### config.mk
export PLATFORM = sky130hd
export DESIGN_NAME = toy_fe_ctrl_flat
export DESIGN_NICKNAME = d
export VERILOG_FILES = /design/src/rtl/toy_fe_ctrl_pkg.sv /design/src/rtl/toy_fe_ctrl_if.sv /design/src/rtl/toy_fe_ctrl_credit.sv /design/src/rtl/toy_fe_ctrl.sv /design/src/flat_wrapper.sv
export SDC_FILE = /design/constraint.sdc
export NUM_CORES = 1
export LEC_CHECK = 0
export BUFFER_PORTS_ARGS = -buffer_cell sky130_fd_sc_hd__clkbuf_2
export CORE_MARGIN = 3
export CORE_UTILIZATION = 49
export DETAILED_ROUTE_END_ITERATION = 8
export PLACE_DENSITY_LB_ADDON = 0.05
export REMOVE_ABC_BUFFERS = 1
export SLEW_MARGIN = 20
export SYNTH_ARGS = -nofsm -noshare
export SYNTH_HDL_FRONTEND = slang
export SYNTH_HIERARCHICAL = 1
export SYNTH_SLANG_ARGS = --single-unit
### constraint.sdc
create_clock -name clk -period 5.1 [get_ports clk]
set_input_delay 0.255 -clock clk [delete_from_list [all_inputs] [get_ports clk]]
set_output_delay 0.255 -clock clk [all_outputs]
set_load 0.05 [all_outputs]
### src/rtl/toy_fe_ctrl_pkg.sv
// Shared types and defaults for the frontend controller: state encoding,
// redirect payload and PC helpers.
package toy_fe_ctrl_pkg;

    localparam int ADDR_WIDTH    = 32;
    localparam int FQ_DEPTH_DEF  = 8;
    localparam int DRAIN_CYC_DEF = 2;

    typedef enum logic [1:0] {
        RUN   = 2'd0,
        REDIR = 2'd1,
        DRAIN = 2'd2
    } fe_ctrl_state_e;

    typedef struct packed {
        logic [ADDR_WIDTH-1:0] tgt_pc;
        logic                  taken;
        logic [1:0]            br_type;
    } bpu_pkg;

    // Fetch is 4-byte aligned, so the low two PC bits are dropped.
    function automatic logic [ADDR_WIDTH-1:0] align_pc(input logic [ADDR_WIDTH-1:0] pc);
        return pc & ~ADDR_WIDTH'(3);
    endfunction

endpackage

### src/rtl/toy_fe_ctrl_if.sv
// Change-of-flow handshake between the frontend controller (master) and the
// PC generator (slave).
interface toy_fe_ctrl_if;
    import toy_fe_ctrl_pkg::*;

    logic   chgflw_vld;
    bpu_pkg chgflw_pld;
    logic   chgflw_rdy;

    modport master (output chgflw_vld, output chgflw_pld, input chgflw_rdy);
    modport slave  (input chgflw_vld, input chgflw_pld, output chgflw_rdy);

endinterface

### src/rtl/toy_fe_ctrl_credit.sv
// Saturating fetch-queue credit counter with flush-clear and full flag.
// Latency 1 cycle; full is registered-derived, no input-to-output path.
module toy_fe_ctrl_credit #(
    parameter int FQ_DEPTH = 8
) (
    input  logic clk,
    input  logic rst,
    input  logic inc,
    input  logic dec,
    input  logic clr,
    output logic full
);

    localparam int CW = $clog2(FQ_DEPTH + 1);
    localparam logic [CW-1:0] MAX = CW'(FQ_DEPTH);

    logic [CW-1:0] cnt_q;

    always_ff @(posedge clk) begin
        if (rst) begin
            cnt_q <= '0;
        end else if (clr) begin
            cnt_q <= '0;
        end else if (inc && !dec && cnt_q != MAX) begin
            cnt_q <= cnt_q + 1'b1;
        end else if (dec && !inc && cnt_q != '0) begin
            cnt_q <= cnt_q - 1'b1;
        end
    end

    assign full = (cnt_q >= MAX);

    // Hitting either rail means the fetch/decode protocol was violated upstream.
    a_no_overflow:  assert property (@(posedge clk) disable iff (rst)
                                     !(inc && !dec && !clr && cnt_q == MAX));
    a_no_underflow: assert property (@(posedge clk) disable iff (rst)
                                     !(dec && !inc && !clr && cnt_q == '0));

endmodule

### src/rtl/toy_fe_ctrl.sv
// Frontend controller: arbitrates backend/BPU redirects, holds them until the
// PC generator accepts, and throttles fetch on queue credit. All outputs registered-decoded.
module toy_fe_ctrl
    import toy_fe_ctrl_pkg::*;
#(
    parameter int FQ_DEPTH  = FQ_DEPTH_DEF,
    parameter int DRAIN_CYC = DRAIN_CYC_DEF
) (
    input  logic                  clk,
    input  logic                  rst,
    input  logic                  be_redir_vld,
    input  logic [ADDR_WIDTH-1:0] be_redir_pc,
    input  logic                  bpu_redir_vld,
    input  logic [ADDR_WIDTH-1:0] bpu_redir_pc,
    input  logic                  fetch_issue,
    input  logic                  fq_deq,
    output logic                  fe_ctrl_stall,
    toy_fe_ctrl_if.master         fe_ctrl,
    output logic                  fq_flush
);

    localparam int DW = (DRAIN_CYC > 1) ? $clog2(DRAIN_CYC) : 1;

    fe_ctrl_state_e        state_q, state_d;
    logic [ADDR_WIDTH-1:0] tgt_q, tgt_d;
    logic                  be_flag_q, be_flag_d;
    logic [DW-1:0]         drain_q, drain_d;
    logic                  flush_q, flush_d;
    logic                  fq_full;

    always_ff @(posedge clk) begin
        if (rst) begin
            state_q   <= RUN;
            tgt_q     <= '0;
            be_flag_q <= 1'b0;
            drain_q   <= '0;
            flush_q   <= 1'b0;
        end else begin
            state_q   <= state_d;
            tgt_q     <= tgt_d;
            be_flag_q <= be_flag_d;
            drain_q   <= drain_d;
            flush_q   <= flush_d;
        end
    end

    always_comb begin
        state_d   = state_q;
        tgt_d     = tgt_q;
        be_flag_d = be_flag_q;
        drain_d   = drain_q;
        flush_d   = 1'b0;
        unique case (state_q)
            RUN: begin
                if (be_redir_vld) begin
                    state_d   = REDIR;
                    tgt_d     = align_pc(be_redir_pc);
                    be_flag_d = 1'b1;
                    flush_d   = 1'b1;
                end else if (bpu_redir_vld) begin
                    state_d   = REDIR;
                    tgt_d     = align_pc(bpu_redir_pc);
                    be_flag_d = 1'b0;
                end
            end
            REDIR: begin
                // A flush supersedes whatever redirect is still waiting.
                if (be_redir_vld) begin
                    tgt_d     = align_pc(be_redir_pc);
                    be_flag_d = 1'b1;
                    flush_d   = 1'b1;
                end else if (fe_ctrl.chgflw_rdy) begin
                    be_flag_d = 1'b0;
                    if (be_flag_q && DRAIN_CYC > 0) begin
                        state_d = DRAIN;
                        drain_d = DW'(DRAIN_CYC - 1);
                    end else begin
                        state_d = RUN;
                    end
                end
            end
            DRAIN: begin
                if (be_redir_vld) begin
                    state_d   = REDIR;
                    tgt_d     = align_pc(be_redir_pc);
                    be_flag_d = 1'b1;
                    flush_d   = 1'b1;
                end else if (drain_q == '0) begin
                    state_d = RUN;
                end else begin
                    drain_d = drain_q - 1'b1;
                end
            end
            default: state_d = RUN;
        endcase
    end

    toy_fe_ctrl_credit #(.FQ_DEPTH(FQ_DEPTH)) u_credit (
        .clk  (clk),
        .rst  (rst),
        .inc  (fetch_issue),
        .dec  (fq_deq),
        .clr  (flush_q),
        .full (fq_full)
    );

    always_comb begin
        fe_ctrl.chgflw_pld        = '0;
        fe_ctrl.chgflw_pld.tgt_pc = tgt_q;
    end

    assign fe_ctrl.chgflw_vld = (state_q == REDIR);
    assign fe_ctrl_stall      = (state_q != RUN) | fq_full;
    assign fq_flush           = flush_q;

endmodule

### src/flat_wrapper.sv
// flat-port wrapper written by rule: the top's interface ports become plain ports
module toy_fe_ctrl_flat import toy_fe_ctrl_pkg::*;
#(
    parameter int FQ_DEPTH  = FQ_DEPTH_DEF,
    parameter int DRAIN_CYC = DRAIN_CYC_DEF
)
  (clk, rst, be_redir_vld, be_redir_pc, bpu_redir_vld, bpu_redir_pc, fetch_issue, fq_deq, fe_ctrl_stall, fq_flush, fe_ctrl_chgflw_vld, fe_ctrl_chgflw_pld, fe_ctrl_chgflw_rdy);
  toy_fe_ctrl_if fe_ctrl_i ();
  input  logic clk;
  input  logic rst;
  input  logic be_redir_vld;
  input  logic [ADDR_WIDTH-1:0] be_redir_pc;
  input  logic bpu_redir_vld;
  input  logic [ADDR_WIDTH-1:0] bpu_redir_pc;
  input  logic fetch_issue;
  input  logic fq_deq;
  output logic fe_ctrl_stall;
  output logic fq_flush;
  output wire logic [$bits(fe_ctrl_i.chgflw_vld)-1:0] fe_ctrl_chgflw_vld;
  output wire logic [$bits(fe_ctrl_i.chgflw_pld)-1:0] fe_ctrl_chgflw_pld;
  input wire logic [$bits(fe_ctrl_i.chgflw_rdy)-1:0] fe_ctrl_chgflw_rdy;
  assign fe_ctrl_chgflw_vld = fe_ctrl_i.chgflw_vld;
  assign fe_ctrl_chgflw_pld = fe_ctrl_i.chgflw_pld;
  assign fe_ctrl_i.chgflw_rdy = fe_ctrl_chgflw_rdy;
  toy_fe_ctrl #(.FQ_DEPTH(FQ_DEPTH), .DRAIN_CYC(DRAIN_CYC)) u_core (.clk(clk), .rst(rst), .be_redir_vld(be_redir_vld), .be_redir_pc(be_redir_pc), .bpu_redir_vld(bpu_redir_vld), .bpu_redir_pc(bpu_redir_pc), .fetch_issue(fetch_issue), .fq_deq(fq_deq), .fe_ctrl_stall(fe_ctrl_stall), .fe_ctrl(fe_ctrl_i), .fq_flush(fq_flush));
endmodule
# Word level (Yosys, flattened, before mapping)
# Index checks and enable logic that the tools add are counted.
[op_classes]
add_sub_neg = 3
multipliers = 0
div = 0
order_cmp = 1
n_eq_ne = 12
shift = 0
mux = 27
bitwise = 2
n_reduce_logical = 21
[op_table]
columns = ["op", "count"]
rows = [
  ["$mux 32", 3],
  ["$pmux 32 s2", 1],
  ["$mux 2", 7],
  ["$mux 1", 11],
  ["$mux 4", 2],
  ["$reduce_and 4->1", 2],
  ["$reduce_bool 2->1", 4],
  ["$ne 2x1->1 const B", 3],
  ["$ne 2x2->1 const B", 3],
  ["$ne 3x3->1 const B", 2],
  ["$pmux 2 s3", 1],
  ["$reduce_or 2->1", 3],
  ["$reduce_and 5->1", 1],
  ["$add 4x1->4 const B", 1],
  ["$ge 4x4->1 const B", 1],
  ["$logic_and 1x1->1", 4],
  ["$ne 4x4->1 const B", 1],
  ["$reduce_bool 4->1", 1],
  ["$sub 4x1->4 const B", 1],
  ["$ne 3x2->1 const B", 1],
  ["$pmux 1 s3", 1],
  ["$reduce_and 3->1", 1],
  ["$reduce_bool 3->1", 1],
  ["$reduce_or 3->1", 1],
  ["other kinds (8)", 9],
]
[word_totals]
reg_bits = 41
latchBits = 0
ramBits = 0
rom_bits = 0
in_bits = 71
output_inout_bits = 38
elab_cells = 72
n_memories = 0

# Logic depth before layout (Yosys ltp)
# Gate-level depths: netlist of run 1.
[logic_depth]
ltp_word = 5
mapped_depth = 9
mapped_depth_nobuf = 9

# By module
# The synthesis of run 1 kept the hierarchy.
[by_module_without_submodules]
columns = ["mod", "instances", "cells_per_inst", "area_per_inst_um2", "seq_area_each_um2"]
rows = [
  ["toy_fe_ctrl", 1, 221, 1794.2, 700.7],
  ["toy_fe_ctrl_credit", 1, 30, 300.3, 80.1],
]

# Least setup slack after synthesis of run 1
# No wires, ideal clock.
[synth_timing]
path_kind = "register -> register"
startpoint = "register u_core.u_credit.cnt_q[0]"
endpoint = "register u_core.u_credit.cnt_q[3]"
setup_ns = 0.116
arrival_ns = 1.844
required_time_ns = 4.984
path_slack_ns = 3.141
stages_incl_launch_ff = 10
n_path_buf = 0
synth_period_minus_slack_ns = 1.959
cell_sequence = "dfxtp_1 nor3_2 a21oi_1 inv_1 ha_1 a21o_1 a21oi_1 xor2_1 a21oi_1 a31o_1"
[synth_via]
elab_chain_cells = 3
word_cells_on_any_way = 9
cone_classes = "add/sub (2); eq/ne (1); mux (2); reduce/logical (4)"
[synth_rtl]
columns = ["item", "line", "rtl"]
rows = [
  ["start, declared", "toy_fe_ctrl_credit.sv:17", "logic [CW-1:0] cnt_q;"],
  ["start signal, assigned", "toy_fe_ctrl_credit.sv:25", "cnt_q <= cnt_q + 1'b1;"],
  ["start signal, assigned", "toy_fe_ctrl_credit.sv:27", "cnt_q <= cnt_q - 1'b1;"],
  ["$sub 4x1->4, or another cell as far along", "toy_fe_ctrl_credit.sv:27", ""],
  ["$mux 4, or another cell as far along", "toy_fe_ctrl_credit.sv:26", "end else if (dec && !inc && cnt_q != '0) begin"],
  ["$mux 4 / $reduce_bool 2->1 (equally long branches)", "--", ""],
]
# Several ways; a longest one is shown, not always the timed one. The select of a mux whose other input is x is not followed.
# A chain may end at the register's enable or synchronous reset.

# Worst setup path in the final report of run 1
[layout_timing]
startpoint = "register u_core.state_q[0]"
endpoint = "register u_core.tgt_q[4]"
[layout_via]
elab_chain_cells = 4
word_cells_on_any_way = 9
cone_classes = "eq/ne (4); mux (1); reduce/logical (4)"
[layout_rtl]
columns = ["item", "line", "rtl"]
rows = [
  ["start, declared", "toy_fe_ctrl.sv:24", "fe_ctrl_state_e state_q, state_d;"],
  ["start signal, assigned", "toy_fe_ctrl.sv:39", "state_q <= state_d;"],
  ["$eq 2x1->1 / $eq 2x2->1 (equally long branches)", "toy_fe_ctrl.sv:53", "unique case (state_q)"],
  ["$reduce_or 2->1 (no source line)", "--", ""],
  ["$ne 2x1->1 (no source line) / $reduce_bool 2->1 (equally long branches)", "--", ""],
  ["$reduce_and 3->1 (no source line)", "--", ""],
  ["end signal, assigned", "toy_fe_ctrl.sv:40", "tgt_q <= tgt_d;"],
  ["end, declared", "toy_fe_ctrl.sv:25", "logic [ADDR_WIDTH-1:0] tgt_q, tgt_d;"],
]
# Several ways; a longest one is shown, not always the timed one.

==> results of run 1 <==
-- area by class of cell --
| class | instances | area, um^2 |
|---|---|---|
| Timing Repair Buffer | 101 | 510 |
| Inverter | 6 | 27.5 |
| Fill cell | 375 | 1450 |
| Clock buffer | 7 | 76.3 |
| Sequential cell | 39 | 781 |
| Tap cell | 50 | 62.6 |
| Clock inverter | 1 | 5.00 |
| Multi-Input combinational cell | 184 | 1140 |
-- sequential cells by signal, indices dropped and copies added (netlist names) --
register,count
u_core/tgt_q,30
u_core/drain_q,1
u_core/fq_flush,1
u_core/state_q,2
u_core/be_flag_q,1
u_core/u_credit/cnt_q,4
-- critical path, cell delays in order, from the launching register on --
cell      delay [ns]
dfxtp_1         0.41
inv_1           0.11
ha_1            0.95
nor2_1          0.16
a21oi_4         0.50
buf_4           0.44
nor2_1          0.08
a311oi_1        0.25
-- layout by cell type (no fill, tap or decap) --
master / Yosys / layout
o21a_1: 2 / 2
a21oi_1: 7 / 7
fa_1: 1 / 1
nor3_1: 6 / 6
or2b_1: 1 / 1
ha_1: 8 / 8
or4_1: 1 / 1
xor2_1: 2 / 2
a21oi_4: 2 / 2
nor3_2: 1 / 1
a31o_1: 1 / 1
o31ai_1: 1 / 1
mux2i_1: 2 / 2
a2111oi_2: 1 / 1
xnor2_1: 3 / 3
clkbuf_8: 0 / 5
a311oi_1: 30 / 30
dfxtp_1: 39 / 39
clkinv_4: 1 / 1
clkbuf_2: 0 / 99
nand3_1: 1 / 1
nor2_2: 1 / 2
nand2b_1: 4 / 4
inv_1: 5 / 5
o32ai_1: 1 / 1
nor2_1: 34 / 33
conb_1: 1 / 5
a21oi_2: 1 / 1
nand2_1: 33 / 33
buf_4: 5 / 2
o21ai_0: 31 / 31
nand2b_4: 1 / 1
or2_2: 1 / 1
clkbuf_1: 10 / 2
clkinv_2: 0 / 1
a21o_1: 1 / 1
a21boi_4: 1 / 1
-- kinds of logic (layout without fill, tap and decap cells) --
kind of cell	count (synthesis)	count (layout)	synth area share (%)
simple gates	84	84	17.3
compound gates	79	79	27.5
flops	39	39	37.3
buf+inv	32	115	8.96
fa+ha+maj	9	9	5.73
xor+xnor	5	5	2.09
mux	2	2	0.956
other cells	1	5	0.179
-- path summary, 6_finish.rpt --
path	from	endpoint
worst max register to register	u_core/state_q[0]	u_core/tgt_q[4]
worst min-delay path	bpu_redir_pc[13]	u_core/tgt_q[13]
worst min register to register	u_core/tgt_q[2]	u_core/tgt_q[2]
worst max-delay path	u_core/state_q[0]	u_core/tgt_q[4]
-- report_power, final --
group	switching (mW)	internal, mW
registers	0.0396	0.369
clock network	0.0983	0.0959
logic	0.407	0.159
-- metal layers --
metal  part of all wire [%]  GRT usage [%]
met4                    1.9           7.10
met1                     43           24.8
met5                      0              0
met3                    8.1           6.73
met2                     47           33.6
==> impl_results.md, run 1 <==
- Worst R2R Path Depth: 7
- Yosys top cell area share: 37.3%
- Tot GR Track Use: 20.3%
- Req. time, crit path: 5.28 ns
- Vias in the first global route: 1926
- PortBufs: 99
- Share of cells above drive strength 1: 34.9%
- Pwr Total: 1.17 mW
- Count of final hold-check violations: 0
- Post-synth cell types: 37
- RSZ-0062 raised after global routing: no
- YS warnings: 6
- Overall routed net length: 5.01 mm
- Diodes inserted: 0
- DIE HEIGHT: 71.4 um
- H-tree depth: 2
- Nets@finish: 417
- Initial DRC Count: 128
- Ys flop type: dfxtp_1
- CP Launch Type: register
- Max clock buf depth: 2
- Yosys reg bits: 39
- Post-synth EDFFs: 0
- Largest net degree at the start of global routing: 41
- Area growth, synth to finish: 24.4%
- CTS clk-pin slew, worst paths: 0.07 ns
- Maximum VDD drop: 0.000223 V
- Leak: 1.20 nW
- Count leader, synth: dfxtp_1
- Commonest cells in the netlist: 39 x dfxtp_1, 34 x nor2_1, 33 x nand2_1
- Async SR Flop Fraction: 0%
- Max-cap violations: 0
- Global-route wire length before repair: 8.45 mm
- Clock skew: 0.00592 ns
- Hold_buf cts: 0
- CTS resizes: 0
- DRC: 0
- Post-DR wirelength/cell: 12.9 um
- Pwr Density: 449 nW/um^2
- Final setup viols: 0
- CTS tree: done
- Drt via density: 5.28
- Clock root buffer master: clkbuf_8
- Rows: 23
- Post-Route Utilization: 64.2%
- Largest fanout on the critical path: 38
- Antenna-violating nets left: 0
- Post-route cell area: 2610 um^2
- Final TNS setup: 0 ns
- # clock sinks: 39
- Chip width: 71.4 um
- Synth area leader: dfxtp_1
- Detailed Place HPWL: 3.59 mm
- DIE AREA: 5100 um^2
- Core area: 4060 um^2
- Via count: 2049
- Final Cycle Share: 59.1%
- Fmax: 0.332 GHz
- First-pass DRT Iterations: 4
- R2r setup slk: 2.09 ns
- Critical Path End Type: register
- Mapped Area: 2090 um^2
- Initial antenna violation count: 0
- Post-CTS Setup Repair Bufs: 0
- Worst skew pair latency: 0.27 ns
- Syn_area_per_cell: 8.34 um^2
- RePlAce Congestion: 0.775
- Worst-Margin Slew: 0.982 ns
- # IOs: 109
- Worst hold path depth: 3
- CTS buffer count: 5
- Hold crit path type: in2reg
- WS Path Type: reg2reg
- Cell count after synthesis: 251
- Pre-CTS setup slack: 2.09 ns
- Worst path arrival time: 3.19 ns
- Normalized max-slew margin: 34.6%
- Status: finished, final reports clean
- Register area share after synthesis: 37.3%
- Setup WS post-layout: 2.09 ns
- Minimum clock period: 3.01 ns
- Placement-stage cell area: 2520 um^2
- Inst Count DP: 380
- Final Max Slew Viols: 0
- Initial core utilization: 51.6%
- Gr ovfl total: 0
- Worst Hold Slack: 0.211 ns
- Final Non-Filler Cells: 388
- Area contributors post-synth: dfxtp_1 37%, a311oi_1 13%, o21ai_0 7.4%
No activity file was read; power rests on OpenSTA's default activity.
==> inputs of run 2 (changes only) <==
--- a/config.mk
+++ b/config.mk
@@ -5,9 +5,10 @@
 export SDC_FILE = /design/constraint.sdc
 export NUM_CORES = 1
 export LEC_CHECK = 0
+export ABC_AREA = 1
 export BUFFER_PORTS_ARGS = -buffer_cell sky130_fd_sc_hd__clkbuf_2
 export CORE_MARGIN = 3
-export CORE_UTILIZATION = 49
+export CORE_UTILIZATION = 42
 export DETAILED_ROUTE_END_ITERATION = 8
 export PLACE_DENSITY_LB_ADDON = 0.05
 export REMOVE_ABC_BUFFERS = 1
==> constraint.sdc (replaced) <==
create_clock -name clk -period 2.7 [get_ports clk]
set_input_delay 0.135 -clock clk [delete_from_list [all_inputs] [get_ports clk]]
set_output_delay 0.135 -clock clk [all_outputs]
set_load 0.05 [all_outputs]
==> impl_results.md, run 2 <==
- Clock skew: 0.00778 ns (was 0.00592 ns)
- Hold crit path type: in2reg (unchanged)
- Worst hold path depth: 2 (was 3)
- Count of final hold-check violations: 0 (unchanged)
- Post-DR wirelength/cell: 11.8 um (was 12.9 um)
- Critical R2R Capture: u_core/tgt_q[13] (was u_core/tgt_q[4])
- Core area: 4940 um^2 (was 4060 um^2)
- Area contributors post-synth: dfxtp_1 35%, nand2_1 14%, nor2_1 8.2% (was dfxtp_1 37%, a311oi_1 13%, o21ai_0 7.4%)
- DRC: 0 (unchanged)
- Main combinational cell family by area after synthesis: simple AND/OR/NAND/NOR gates (was compound AO/OA/AOI/OAI gates)
- Final setup viols: 0 (unchanged)
- Pwr Density: 1270 nW/um^2 (was 449 nW/um^2)
- Complex-gate fraction of the synthesized area: 22.6% (was 27.5%)
- # IOs: 109 (unchanged)
- Critical-path top delay cell: ha_1 (unchanged)
- Area growth, synth to finish: 26.6% (was 24.4%)
- Commonest cells after routing, fill and taps aside: 99 x clkbuf_2, 86 x nand2_1, 48 x nor2_1 (was 99 x clkbuf_2, 39 x dfxtp_1, 33 x nor2_1, 33 x nand2_1, 31 x o21ai_0)
- Final Cycle Share: 78.7% (was 59.1%)
- Worst skew pair latency: 0.29 ns (was 0.27 ns)
- Crit-path max cell delay: 0.53 ns (was 0.95 ns)
- Register area share after synthesis: 34.8% (was 37.3%)
- Leak: 1.49 nW (was 1.20 nW)
- Yosys top cell area share: 34.8% (was 37.3%)
- P_int: 1.65 mW (was 0.625 mW)
- PortBufs: 99 (unchanged)
- Register area: 781 um^2 (unchanged)
- Chip width: 79.1 um (was 71.4 um)
- Overall routed net length: 5.90 mm (was 5.01 mm)
- CP Launch Type: register (unchanged)
- Mapped Area: 2240 um^2 (was 2090 um^2)
- Final Max Slew Viols: 0 (unchanged)
- Nets@finish: 512 (was 417)
- Share of cells above drive strength 1: 28.6% (was 34.9%)
- WS Path Type: reg2reg (unchanged)
- DIE AREA: 6250 um^2 (was 5100 um^2)
- CP cell instances: inv_1 > ha_1 > nand2_1 > o21ai_2 > nand2_1 > buf_4 > o21ai_1 > nor2_1 (was inv_1 > ha_1 > nor2_1 > a21oi_4 > buf_4 > nor2_1 > a311oi_1)
- Worst-Margin Slew: 0.956 ns (was 0.982 ns)
- Vias in the first global route: 2262 (was 1926)
- # clock sinks: 39 (unchanged)
- Maximum VDD drop: 0.000561 V (was 0.000223 V)
- CTS resizes: 0 (unchanged)
- Most common cell after layout, fill and taps aside: clkbuf_2 (unchanged)
- Global-route wire length before repair: 9.93 mm (was 8.45 mm)
- Max clock buf depth: 2 (unchanged)
- Cell count after synthesis: 345 (was 251)
- Pwr Total: 3.61 mW (was 1.17 mW)
- Count leader, synth: nand2_1 (was dfxtp_1)
- Hold EP: u_core/fq_flush (was u_core/tgt_q[13])
- Post-synthesis mux area share: 0% (was 0.956%)
- Synth area leader: dfxtp_1 (unchanged)
- Inst Count DP: 492 (was 380)
- CTS buffer count: 5 (unchanged)
- Initial antenna violation count: 0 (unchanged)
- Rows: 25 (was 23)
- CTS tree: done (unchanged)
- RePlAce Congestion: 0.835 (was 0.775)
- Syn_area_per_cell: 6.50 um^2 (was 8.34 um^2)
- Gr ovfl total: 0 (unchanged)
- Ys flop type: dfxtp_1 (unchanged)
- Adder-cell share of the synthesized area: 5.36% (was 5.73%)
- Initial DRC Count: 156 (was 128)
- Fmax: 0.471 GHz (was 0.332 GHz)
- Post-synth cell types: 23 (was 37)
- Largest net degree at the start of global routing: 37 (was 41)
- Cell repeated most along the worst path: nand2_1 (was nor2_1)
- Critical Path End Type: register (unchanged)
- CTS clk-pin slew, worst paths: 0.08 ns (was 0.07 ns)
- H-tree depth: 2 (unchanged)
- YS warnings: 6 (unchanged)
- Status: finished, final reports clean (unchanged)
- Layout fillers: 538 (was 375)
- Worst path arrival time: 2.30 ns (was 3.19 ns)
- Combinational Power Share: 63.3% (was 48.4%)
- Crit path buffers/inverters: 2 (unchanged)
- Clk network pwr share: 12.0% (was 16.6%)
- Delay-heaviest family, CP: adder cells (unchanged)
- Largest fanout on the critical path: 21 (was 38)
- Initial core utilization: 45.4% (was 51.6%)
- Synth Area in XOR/XNOR: 0.391% (was 2.09%)
- Yosys reg bits: 39 (unchanged)
- RSZ-0062 raised after global routing: no (unchanged)
- Clock root buffer master: clkbuf_8 (unchanged)
- Async SR Flop Fraction: 0% (unchanged)
- Net Sw Frac: 54.2% (was 46.6%)
- Hold_buf cts: 0 (unchanged)
- Detailed Place HPWL: 4.31 mm (was 3.59 mm)
- Minimum clock period: 2.12 ns (was 3.01 ns)
- Worst Hold Slack: 0.0475 ns (was 0.211 ns)
- Drt via density: 4.77 (was 5.28)
- Max reg flops: 30 (unchanged)
- Post-synth EDFFs: 0 (unchanged)
- Top Registers: u_core/tgt_q x30, u_core/u_credit/cnt_q x4, u_core/state_q x2 (unchanged)
- Final Non-Filler Cells: 500 (was 388)
- Diodes inserted: 0 (unchanged)
- Req. time, crit path: 2.88 ns (was 5.28 ns)
- Simple-Gate Fraction of Synth Area: 27.3% (was 17.3%)
- First-pass DRT Iterations: 4 (unchanged)
- Tot GR Track Use: 19.7% (was 20.3%)
- Area of the multi-input gates: 1270 um^2 (was 1140 um^2)
- DIE HEIGHT: 79.1 um (was 71.4 um)
- Via count: 2385 (was 2049)
- Min-Delay Startpoint: rst (was bpu_redir_pc[13])
- Largest Register: u_core/tgt_q (unchanged)
- Post-CTS Setup Repair Bufs: 0 (unchanged)
- Max-cap violations: 0 (unchanged)
- Sequential share of power: 24.7% (was 35.0%)
- Worst R2R Start: u_core/state_q[0] (unchanged)
- R2r setup slk: 0.58 ns (was 2.09 ns)
- Antenna-violating nets left: 0 (unchanged)
- Commonest cells in the netlist: 86 x nand2_1, 49 x nor2_1, 39 x dfxtp_1 (was 39 x dfxtp_1, 34 x nor2_1, 33 x nand2_1)
- Net load switching power: 1.96 mW (was 0.545 mW)
- Normalized max-slew margin: 36.2% (was 34.6%)
- Worst R2R Path Depth: 8 (was 7)
- Worst setup path start: u_core/state_q[0] (unchanged)
[run 2: cell count changes after synthesis, sizes merged, moves of 10 or more]
cell	before	now
nand2	33	89
a21oi	10	36
nor2	35	51
inv	5	15
a311oi	30	0
o21ai	31	64
[run 2: logic make-up after synthesis]
logic type      after synthesis
flops                        39
buf+inv                      43
xor+xnor                      1
compound gates              101
other cells                   1
fa+ha+maj                     9
simple gates                151
[run 2: per-stage QoR]
step	worst slack (ns)	util, %	instance area (um^2)	setup TNS, ns
after floorplan	-0.667	-	2100	-20.00
after global placement	0.601	55.4	2740	0
after detailed placement	0.553	55.4	2740	0
after CTS	0.545	57.4	2840	0
after global routing	0.403	57.4	2840	0
final	0.575	57.4	2840	0
[run 2: final cells by class]
cell class                      instances  share of cell area [%]
Clock buffer                            8                    3.53
Inverter                               15                    1.98
Multi-Input combinational cell        267                    44.8
Sequential cell                        39                    27.5
Tap cell                               67                    2.95
Timing Repair Buffer                  104                    19.2
[run 2: power by group through the flow]
stage / Combinational (mW) / Sequential [mW] / Clock [mW]
2_1_floorplan: 1.13 / 1.45 / 0
3_3_place_gp: 2.27 / 0.895 / 0
3_5_place_dp: 2.30 / 0.905 / 0
4_1_cts: 2.30 / 0.894 / 0.446
5_1_grt: 2.52 / 0.917 / 0.470
6_report: 2.28 / 0.891 / 0.432
[run 2: worst max path at each step]
stage | end | slack, ns | cells after the start
after global placement | u_core/tgt_q[23] | 0.60 | 8
after floorplan | u_core/tgt_q[10] | -0.67 | 6
after global routing | u_core/tgt_q[27] | 0.40 | 8
final | u_core/tgt_q[13] | 0.58 | 8
after CTS | u_core/tgt_q[13] | 0.54 | 8
after detailed placement | u_core/tgt_q[13] | 0.55 | 8
[run 2: metal layers]
metal  track usage, %  vias up  part of all wire [%]  routed length, um
met4             4.12        0                  0.34                 20
met3             5.44        2                   6.6                390
met1             23.0     1034                    44               2610
met2             35.7       71                    49               2880
met5                0        -                     0                  0
li1                 -     1278                     -                  -
